--- config.mk ---
export PLATFORM = sky130hd
export DESIGN_NAME = rot_btn_conditioner_flat
export DESIGN_NICKNAME = d
export VERILOG_FILES = /design/src/rtl/rot_btn_conditioner_pkg.sv /design/src/rtl/rot_btn_conditioner_if.sv /design/src/rtl/rot_btn_conditioner_sync_2ff.sv /design/src/rtl/rot_btn_conditioner.sv /design/src/flat_wrapper.sv
export SDC_FILE = /design/constraint.sdc
export NUM_CORES = 1
export LEC_CHECK = 0
export ABC_AREA = 1
export BUFFER_PORTS_ARGS = -buffer_cell sky130_fd_sc_hd__buf_2
export CORE_MARGIN = 5
export CORE_UTILIZATION = 54
export DETAILED_ROUTE_END_ITERATION = 8
export PLACE_DENSITY = 0.74
export SYNTH_ARGS = -nofsm -noshare
export SYNTH_HDL_FRONTEND = slang
export SYNTH_HIERARCHICAL = 1
export SYNTH_SLANG_ARGS = --single-unit
--- constraint.sdc ---
create_clock -name clock -period 1.5 [get_ports clock]
set_input_delay 0 -clock clock [delete_from_list [all_inputs] [get_ports clock]]
set_output_delay 0 -clock clock [all_outputs]
set_load 0.01 [all_outputs]
--- src/rtl/rot_btn_conditioner_pkg.sv ---
// tetris_input_pkg: shared types, timing defaults and sizing helpers for the
// Tetris push-button front ends (rotate, left, right, drop).
// No ports; imported with `import tetris_input_pkg::*;`.
package tetris_input_pkg;

    typedef enum logic [1:0] {
        IDLE         = 2'd0,
        PRESS_WAIT   = 2'd1,
        HELD         = 2'd2,
        RELEASE_WAIT = 2'd3
    } btn_state_t;

    // Timings at a 100 MHz system clock.
    localparam int unsigned DEFAULT_DEBOUNCE_CYCLES = 500000;    // 5 ms
    localparam int unsigned DEFAULT_REPEAT_DELAY    = 40000000;  // 400 ms
    localparam int unsigned DEFAULT_REPEAT_PERIOD   = 15000000;  // 150 ms

    // Bits needed to hold values 0..max_val (never less than 1).
    function automatic int unsigned cnt_width(input int unsigned max_val);
        if (max_val < 1) begin
            return 1;
        end
        return int'($clog2(max_val + 1));
    endfunction

    function automatic int unsigned max_u(input int unsigned a, input int unsigned b);
        return (a > b) ? a : b;
    endfunction

endpackage

--- src/rtl/rot_btn_conditioner_if.sv ---
// rot_btn_conditioner_if: button-side and rotatefsm-side signals of the
// rotate button conditioner.
//   btn_raw   : raw asynchronous button level, 1 = pressed
//   enable    : game-active gate for rot pulses
//   rot       : one-cycle rotate request
//   btn_level : debounced button level
// modport master: the environment (drives btn_raw/enable, observes outputs)
// modport slave : the conditioner itself
interface rot_btn_conditioner_if;

    logic btn_raw;
    logic enable;
    logic rot;
    logic btn_level;

    modport master (
        output btn_raw,
        output enable,
        input  rot,
        input  btn_level
    );

    modport slave (
        input  btn_raw,
        input  enable,
        output rot,
        output btn_level
    );

endinterface

--- src/rtl/rot_btn_conditioner_sync_2ff.sv ---
// sync_2ff: generic two-flop synchronizer for asynchronous level inputs.
// Synchronous active-low reset clears both stages to 0.
// Ports:
//   clock : system clock (rising edge)
//   reset : synchronous reset, 0 = reset
//   d     : asynchronous input
//   q     : synchronized output, two clock edges behind d
module sync_2ff #(
    parameter int unsigned WIDTH = 1
) (
    input  logic             clock,
    input  logic             reset,
    input  logic [WIDTH-1:0] d,
    output logic [WIDTH-1:0] q
);

    logic [WIDTH-1:0] meta;

    always_ff @(posedge clock) begin
        if (!reset) begin
            meta <= '0;
            q    <= '0;
        end else begin
            meta <= d;
            q    <= meta;
        end
    end

endmodule

--- src/rtl/rot_btn_conditioner.sv ---
// rot_btn_conditioner: rotate-button front end. Synchronizes the raw button,
// debounces press and release with a 4-state FSM and issues one registered
// `rot` pulse per qualified press (gated by enable on the qualifying edge).
// Optional auto-repeat while held: define ROT_AUTOREPEAT_EN.
// Ports:
//   clock : system clock (rising edge)
//   reset : synchronous reset, 0 = reset
//   bus   : rot_btn_conditioner_if.slave (btn_raw, enable in; rot, btn_level out)
module rot_btn_conditioner
    import tetris_input_pkg::*;
#(
    parameter int unsigned DEBOUNCE_CYCLES = DEFAULT_DEBOUNCE_CYCLES,
    parameter int unsigned REPEAT_DELAY    = DEFAULT_REPEAT_DELAY,
    parameter int unsigned REPEAT_PERIOD   = DEFAULT_REPEAT_PERIOD
) (
    input  logic                   clock,
    input  logic                   reset,
    rot_btn_conditioner_if.slave   bus
);

    localparam int unsigned         CNT_W    = cnt_width(DEBOUNCE_CYCLES);
    localparam logic [CNT_W-1:0]    CNT_LAST = CNT_W'(DEBOUNCE_CYCLES - 1);

    logic             s;
    btn_state_t       state, state_next;
    logic [CNT_W-1:0] cnt, cnt_next;
    logic             qual_pulse;
    logic             rot_next;
    logic             level_next;

    sync_2ff #(.WIDTH(1)) u_sync (
        .clock (clock),
        .reset (reset),
        .d     (bus.btn_raw),
        .q     (s)
    );

    always_comb begin
        state_next = state;
        cnt_next   = cnt;
        qual_pulse = 1'b0;
        case (state)
            IDLE: begin
                if (s) begin
                    state_next = PRESS_WAIT;
                    cnt_next   = '0;
                end
            end
            PRESS_WAIT: begin
                if (!s) begin
                    state_next = IDLE;
                    cnt_next   = '0;
                end else if (cnt == CNT_LAST) begin
                    state_next = HELD;
                    qual_pulse = bus.enable;
                end else begin
                    cnt_next = cnt + 1'b1;
                end
            end
            HELD: begin
                if (!s) begin
                    state_next = RELEASE_WAIT;
                    cnt_next   = '0;
                end
            end
            RELEASE_WAIT: begin
                if (s) begin
                    state_next = HELD;
                    cnt_next   = '0;
                end else if (cnt == CNT_LAST) begin
                    state_next = IDLE;
                end else begin
                    cnt_next = cnt + 1'b1;
                end
            end
            default: begin
                state_next = IDLE;
                cnt_next   = '0;
            end
        endcase
        // btn_level is registered from the next state so it rises with rot.
        level_next = (state_next == HELD) || (state_next == RELEASE_WAIT);
    end

`ifdef ROT_AUTOREPEAT_EN
    localparam int unsigned          RCNT_W      = cnt_width(max_u(REPEAT_DELAY, REPEAT_PERIOD));
    localparam logic [RCNT_W-1:0]    DELAY_LAST  = RCNT_W'(REPEAT_DELAY - 1);
    localparam logic [RCNT_W-1:0]    PERIOD_LAST = RCNT_W'(REPEAT_PERIOD - 1);

    // rphase=0: waiting out the initial delay; 1: in the periodic phase.
    logic [RCNT_W-1:0] rcnt, rcnt_next;
    logic              rphase, rphase_next;
    logic              rep_fire;

    always_comb begin
        rcnt_next   = rcnt;
        rphase_next = rphase;
        rep_fire    = 1'b0;
        if (state_next == HELD && state != HELD) begin
            rcnt_next   = '0;
            rphase_next = 1'b0;
        end else if (state == HELD) begin
            if (rphase ? (rcnt == PERIOD_LAST) : (rcnt == DELAY_LAST)) begin
                rep_fire    = 1'b1;
                rcnt_next   = '0;
                rphase_next = 1'b1;
            end else begin
                rcnt_next = rcnt + 1'b1;
            end
        end
    end

    always_ff @(posedge clock) begin
        if (!reset) begin
            rcnt   <= '0;
            rphase <= 1'b0;
        end else begin
            rcnt   <= rcnt_next;
            rphase <= rphase_next;
        end
    end

    assign rot_next = qual_pulse | (rep_fire & bus.enable);
`else
    logic unused_repeat_cfg;
    assign unused_repeat_cfg = ^{32'(REPEAT_DELAY), 32'(REPEAT_PERIOD)};
    assign rot_next          = qual_pulse;
`endif

    always_ff @(posedge clock) begin
        if (!reset) begin
            state         <= IDLE;
            cnt           <= '0;
            bus.rot       <= 1'b0;
            bus.btn_level <= 1'b0;
        end else begin
            state         <= state_next;
            cnt           <= cnt_next;
            bus.rot       <= rot_next;
            bus.btn_level <= level_next;
        end
    end

endmodule

--- src/flat_wrapper.sv ---
// flat-port wrapper written by rule: the top's interface ports become plain ports
module rot_btn_conditioner_flat import tetris_input_pkg::*;
#(
    parameter int unsigned DEBOUNCE_CYCLES = DEFAULT_DEBOUNCE_CYCLES,
    parameter int unsigned REPEAT_DELAY    = DEFAULT_REPEAT_DELAY,
    parameter int unsigned REPEAT_PERIOD   = DEFAULT_REPEAT_PERIOD
)
  (clock, reset, bus_btn_raw, bus_enable, bus_rot, bus_btn_level);
  rot_btn_conditioner_if bus_i ();
  input  logic clock;
  input  logic reset;
  input wire logic [$bits(bus_i.btn_raw)-1:0] bus_btn_raw;
  input wire logic [$bits(bus_i.enable)-1:0] bus_enable;
  output wire logic [$bits(bus_i.rot)-1:0] bus_rot;
  output wire logic [$bits(bus_i.btn_level)-1:0] bus_btn_level;
  assign bus_i.btn_raw = bus_btn_raw;
  assign bus_i.enable = bus_enable;
  assign bus_rot = bus_i.rot;
  assign bus_btn_level = bus_i.btn_level;
  rot_btn_conditioner #(.DEBOUNCE_CYCLES(DEBOUNCE_CYCLES), .REPEAT_DELAY(REPEAT_DELAY), .REPEAT_PERIOD(REPEAT_PERIOD)) u_core (.clock(clock), .reset(reset), .bus(bus_i));
endmodule
==> run metrics, run 1 <==
vias after detailed routing=1440; Hold Slack=0.427 ns; Die Span Y=59.9 um; Crit path max-delay family=simple AND/OR/NAND/NOR gates; period utilisation layout=0.956; final setup fails=0; maximum vdd drop=0.647 mV; DR WL met3=271 um; CTS root buf=clkbuf_4; YS warnings=6; DRC viols=0; Layout area overhead=14.8%; WHS Path Cells=2; Clock Tree Buf Depth=2; n_diodes=0; Reg clk slew, reported paths=0.14 ns; drt pass-1 iters=5; fmax=698 MHz; CP peak stage delay=0.37 ns; antenna violations before repair=0; Mean Syn Cell Area=6.44 um2; hold_sp=u_core/u_sync/meta; Gate Count Post-Synth=209; pin count of the biggest net entering global routing=15; first-pass GRT wire length=5.31 mm; most common cell after layout, fill and taps aside=nand2_1; final wirelength=3.32 mm; Clk Latency, worst-skew pair=0.32 ns; Final Max Slew Viols=0; Period minus WS final=1.43 ns; CTS tree=built; clk sink count=25; Worst R2R End=u_core/cnt[4]; initial DRC count=130; Ports=6; CP Class=register to register; FILL cells=239; commonest non-fill, non-tap cells in the layout=nand2_1, nor2_1, inv_1, nand3_1, dfxtp_1; FF-to-FF setup slack=0.07 ns; Rows=18; Post-DP Area=0.00145 mm2; Routability Congestion=0.936; Overflow after GRT=0; WL/cell=12.9 um; worst-margin pin slew=0.398 ns; CP max stage cell=dfxtp_1; CP most frequent cell=nor2_1; Synth top area share=0.372; Starting Density=0.553; Reg2Reg Depth=8; Synthesized Nets=214; CP startpoint kind=register; pwr/cell area=668 mW/mm2; CP endpoint kind=register; synth unique cells=21; routed wl met2=1.54 mm; worst-path cell chain=nor2_1, nand3_1, nor2_1, nand3_2, nand3_1, nand2_1, nand2_1, nor2_1; cts bufs inserted=3; Die Span X=59.9 um; MaxCap Viol Count=0; design area=0.00155 mm2; vias per cell=5.58; #FFs+latches synth=25; WP buf/inv=0; mapped cell area=0.00135 mm2; Final Hold Violating Endpoints=0; highest metal used=met4; CORE AREA=0.00243 mm2; outcome=completed; post-route ant nets=0; Layout Skew=0.00653 ns; Synth area leaders=dfxtp_1, nand2_1, nor2_1, nand3_1, inv_1; Max FO, Critical Path=9; Min-Delay Endpoint=u_core/u_sync/q; I/O Buffers=5; Post-layout nets=234; reg2reg start=u_core/cnt[10]; vias in the first global route=1205; All-Layer GR Usage=0.195; Final TNS setup=0 ns; leakage power=0.000561 uW; sequential fraction of the synthesis area=0.372; htree depth=1; Worst Path Required=1.73 ns; Slew headroom=0.734; post-synthesis cell type with the largest combined area=dfxtp_1; share of layout cells above drive strength 1=0.149; worst path arrival time=1.66 ns; Final HPWL DP=2.43 mm; WL met1=1.45 mm; Worst Hold Class=register to register; total die area=0.00359 mm2
[through the flow]
step / power [uW] / utilization / worst slack, ns / cells
finish: 1030 / 0.635 / 0.0664 / 258
CTS: 1040 / 0.622 / 0.0418 / 257
global placement: 735 / 0.595 / 0.0946 / 249
floorplan: 718 / - / 0.0569 / 209
detailed placement: 735 / 0.595 / 0.0746 / 249
global route: 1090 / 0.635 / -0.0131 / 258
[how the worst max path moves through the flow]
stage	startpoint	endpoint	slack, ns	depth (start not counted)
4_1_cts	u_core/state[1]	u_core/cnt[15]	0.04	5
6_report	u_core/cnt[10]	u_core/cnt[4]	0.07	8
3_3_place_gp	u_core/state[1]	u_core/cnt[15]	0.09	5
2_1_floorplan	u_core/cnt[0]	u_core/cnt[12]	0.06	9
3_5_place_dp	u_core/state[1]	u_core/cnt[15]	0.07	5
5_1_grt	u_core/cnt[6]	u_core/cnt[4]	-0.01	8
[synth_stat cells, drive strengths merged]
library cell  number
buf                1
nor3               8
dfxtp             25
ha                 1
inv               27
nor3b              1
nor2              34
clkbuf             1
nand4              9
xor2               1
o21bai             1
o21ai              9
a21oi             12
nand3             23
xnor2              1
nand2             55
[sequential cells by signal, summed over array words and instances, names as in the netlist]
| register | flops |
|---|---|
| u_core/state | 2 |
| u_core/u_sync/meta | 1 |
| u_core/bus.btn_level | 1 |
| u_core/u_sync/q | 1 |
| u_core/cnt | 19 |
| u_core/bus.rot | 1 |
[layout make-up]
type | instances | area (um2) | area share
multi-input cells | 155 | 747 | 0.483
flip-flops and latches | 25 | 504 | 0.326
repair buffers | 17 | 125 | 0.0810
inverters | 27 | 104 | 0.0672
well taps | 30 | 37.5 | 0.0243
clock buffers | 3 | 22.5 | 0.0146
clock inverters | 1 | 5.00 | 0.00324
[routing by layer]
layer / up-vias / global-route usage
li1: 715 / -
met1: 649 / 0.277
met2: 68 / 0.301
met3: 8 / 0.0259
met4: 0 / 0.0665
met5: - / 0
[tightest hold or removal path, stage by stage, from the launching register on]
cell,delay (ns)
dfxtp_1,0.33
nand2_1,0.05
inv_1,0.03
[cell families (layout without fill, tap and decap cells)]
group,count (synthesis),count (layout),share of synthesized area
and+or+nand+nor,130,130,0.420
xor gates and xnor gates,2,2,0.0186
buffers and inverters,29,48,0.0883
AOI/OAI and AO/OA,22,22,0.0920
adders and majority gates,1,1,0.00929
DFF,25,25,0.372
[what timing repair did]
item                       4_1_cts  5_1_grt
setup endpoints to repair        0       16
buffers inserted                 0        1
hold buffers                     4        0
hold endpoints to repair         5        0
gates resized for setup          0        9
[power by group]
part	switching, uW	internal (uW)	leakage (uW)
logic	36.3	25.1	0.000340
registers	2.65	668	0.000203
clock network	201	99.9	0.0000177
total	240	793	0.000561
No activity file was read; power rests on OpenSTA's default activity.
==> inputs of run 2 (changes only) <==
Settings changed: PLACE_DENSITY 0.74 to 0.83, TNS_END_PERCENT set to 1.
==> run metrics, run 2 (synthesis results as in run 1) <==
outcome=completed; n_diodes=0 (unchanged); CP Class=register to register; worst path arrival time=1.67 ns (about the same); Worst Hold Class=register to register; Slew headroom=0.756 (+0.0222); WP buf/inv=1 (+1); Crit path max-delay family=flip-flops; period utilisation layout=0.946 (-0.0102); Die Span Y=59.9 um (unchanged); Reg2Reg Depth=5 (-3); pwr/cell area=677 mW/mm2 (+1.3%); worst-path cell chain=xnor2_2, nand2_2, a21oi_4, inv_4, nor3_1; final setup fails=0 (unchanged); MaxCap Viol Count=0 (unchanged); Seq pwr share=0.651 (+0.002); Final Max Slew Viols=0 (unchanged); first-pass GRT wire length=5.20 mm (-2.2%); Post-layout nets=228 (-2.6%); CP max stage cell=dfxtp_1; placed cells=244 (-2.0%); hold_sp=u_core/u_sync/meta; NetSw=244 uW (+1.7%); post-route ant nets=0 (unchanged); commonest non-fill, non-tap cells in the layout=nand2_1, nor2_1, inv_1, nand3_1, dfxtp_1; share of layout cells above drive strength 1=0.158 (+0.00853); vias in the first global route=1160 (-3.7%); Finished Layout Cells=252 (-2.3%); Worst Path Required=1.76 ns (+0.03 ns); pin count of the biggest net entering global routing=15 (unchanged); CTS tree=built; htree depth=1 (unchanged); antenna violations before repair=0 (unchanged); reg2reg start=u_core/state[1]; Min-Delay Endpoint=u_core/u_sync/q; fmax=705 MHz (+1.1%); Largest regs=u_core/cnt: 19 flops, u_core/state: 2 flops; FF-to-FF setup slack=0.08 ns (+0.02 ns); most common cell after layout, fill and taps aside=nand2_1; Cell Int Power=788 uW (-0.62%); I/O Buffers=5 (unchanged); final wirelength=3.07 mm (-7.7%); leakage power=0.000526 uW (-6.3%); Rows=18 (unchanged); worst-margin pin slew=0.366 ns (-0.0323 ns); Final HPWL DP=2.16 mm (-11%); initial DRC count=55 (-58%); Max FO, Critical Path=9 (unchanged); Layout area overhead=13.2%; CP peak stage delay=0.36 ns (about the same); All-Layer GR Usage=0.192 (-0.00286); Reg clk slew, reported paths=0.13 ns (about the same); CORE AREA=0.00243 mm2 (unchanged); CP endpoint kind=register; Clock Tree Buf Depth=2 (unchanged); power share of the combinational group=0.055 (-0.004); Starting Density=0.553 (unchanged); unrepaired setup endpoints after global routing=yes; vias after detailed routing=1361 (-5.5%); Worst Setup SP=u_core/state[1]; Worst R2R End=u_core/cnt[15]; Period minus WS final=1.42 ns (-0.0153 ns); CP startpoint kind=register; max reg flops=19 (unchanged); Clock Power Share=0.295 (+0.004); Ports=6 (unchanged); Routability Congestion=0.936 (about the same); Final Hold Violating Endpoints=0 (unchanged); CTS root buf=clkbuf_4; WL/cell=12.2 um (-5.5%); Die Span X=59.9 um (unchanged); Overflow after GRT=0 (unchanged); DRC viols=0 (unchanged); clk sink count=25 (unchanged); register name with the most flops=u_core/cnt; maximum vdd drop=0.566 mV (-13%); Sw Ratio=0.236 (+0.00406); WHS Path Cells=2 (unchanged); Post-DP Area=0.00141 mm2 (-2.6%); cts bufs inserted=3 (unchanged); drt pass-1 iters=4 (-1); Layout Skew=0.00355 ns (-0.00298 ns); total die area=0.00359 mm2 (unchanged); design area=0.00152 mm2 (-1.4%); vias per cell=5.40 (-3.2%); Clk Latency, worst-skew pair=0.32 ns (about the same)
run 2: cell count changes in the layout (fill, tap and decap cells not counted), sizes merged:
cell,delta
buf,-6
run 2: power groups by stage:
stage	Combinational [uW]	Sequential, uW	Clock, uW
after floorplan	33.5	685	0
after global placement	45.3	687	0
after detailed placement	46.1	687	0
after CTS	54.3	672	313
after global routing	62.6	673	352
final	56.5	671	304
run 2: how the worst max path moves through the flow:
stage                      to  slack [ns]  depth (start not counted)
2_1_floorplan  u_core/cnt[12]        0.06                          9
3_3_place_gp   u_core/cnt[12]        0.06                          9
3_5_place_dp   u_core/cnt[12]        0.01                          9
4_1_cts        u_core/cnt[12]        0.02                          9
5_1_grt        u_core/cnt[16]       -0.02                          8
6_report       u_core/cnt[15]        0.08                          5
run 2: final cells by class:
type                       instances  area [um2]
fill                             230         908
sequential                        25         510
tap                               30        37.5
clock inverter                     1        5.00
inverter                          27         104
multi-input combinational        155         764
timing repair buffer              11        80.1
clock buffer                       3        22.5
run 2: worst register-to-register path, cell delays in order, from the launching register on:
cell	delay [ns]
dfxtp_1	0.36
xnor2_2	0.24
nand2_2	0.13
a21oi_4	0.32
inv_4	0.12
nor3_1	0.19
run 2: repair_timing:
action	CTS	global route
resized for setup	1	18
endpoints found under the setup margin	1	16
hold buffers	4	0
endpoints found under the hold margin	6	0
pin swaps	0	1
setup buffers	0	0
run 2: metal layers:
metal  routed length, um  global-route usage  vias up  share of wire
li1                    -                   -      707              -
met1                1380               0.267      598           0.45
met2                1420               0.287       49           0.46
met3                 200              0.0302        7          0.065
met4                  68              0.0918        0          0.022
met5                   0                   0        -              0
run 2: metrics by stage:
step | util | setup slack [ns] | hold slack [ns] | setup TNS, ns | total power (uW)
2_1_floorplan | - | 0.0569 | 0.0935 | 0 | 718
3_3_place_gp | 0.579 | 0.0575 | 0.184 | 0 | 732
3_5_place_dp | 0.579 | 0.00985 | 0.188 | 0 | 733
4_1_cts | 0.608 | 0.0205 | 0.427 | 0 | 1040
5_1_grt | 0.627 | -0.0208 | 0.433 | -0.0208 | 1090
6_report | 0.627 | 0.0817 | 0.425 | 0 | 1030
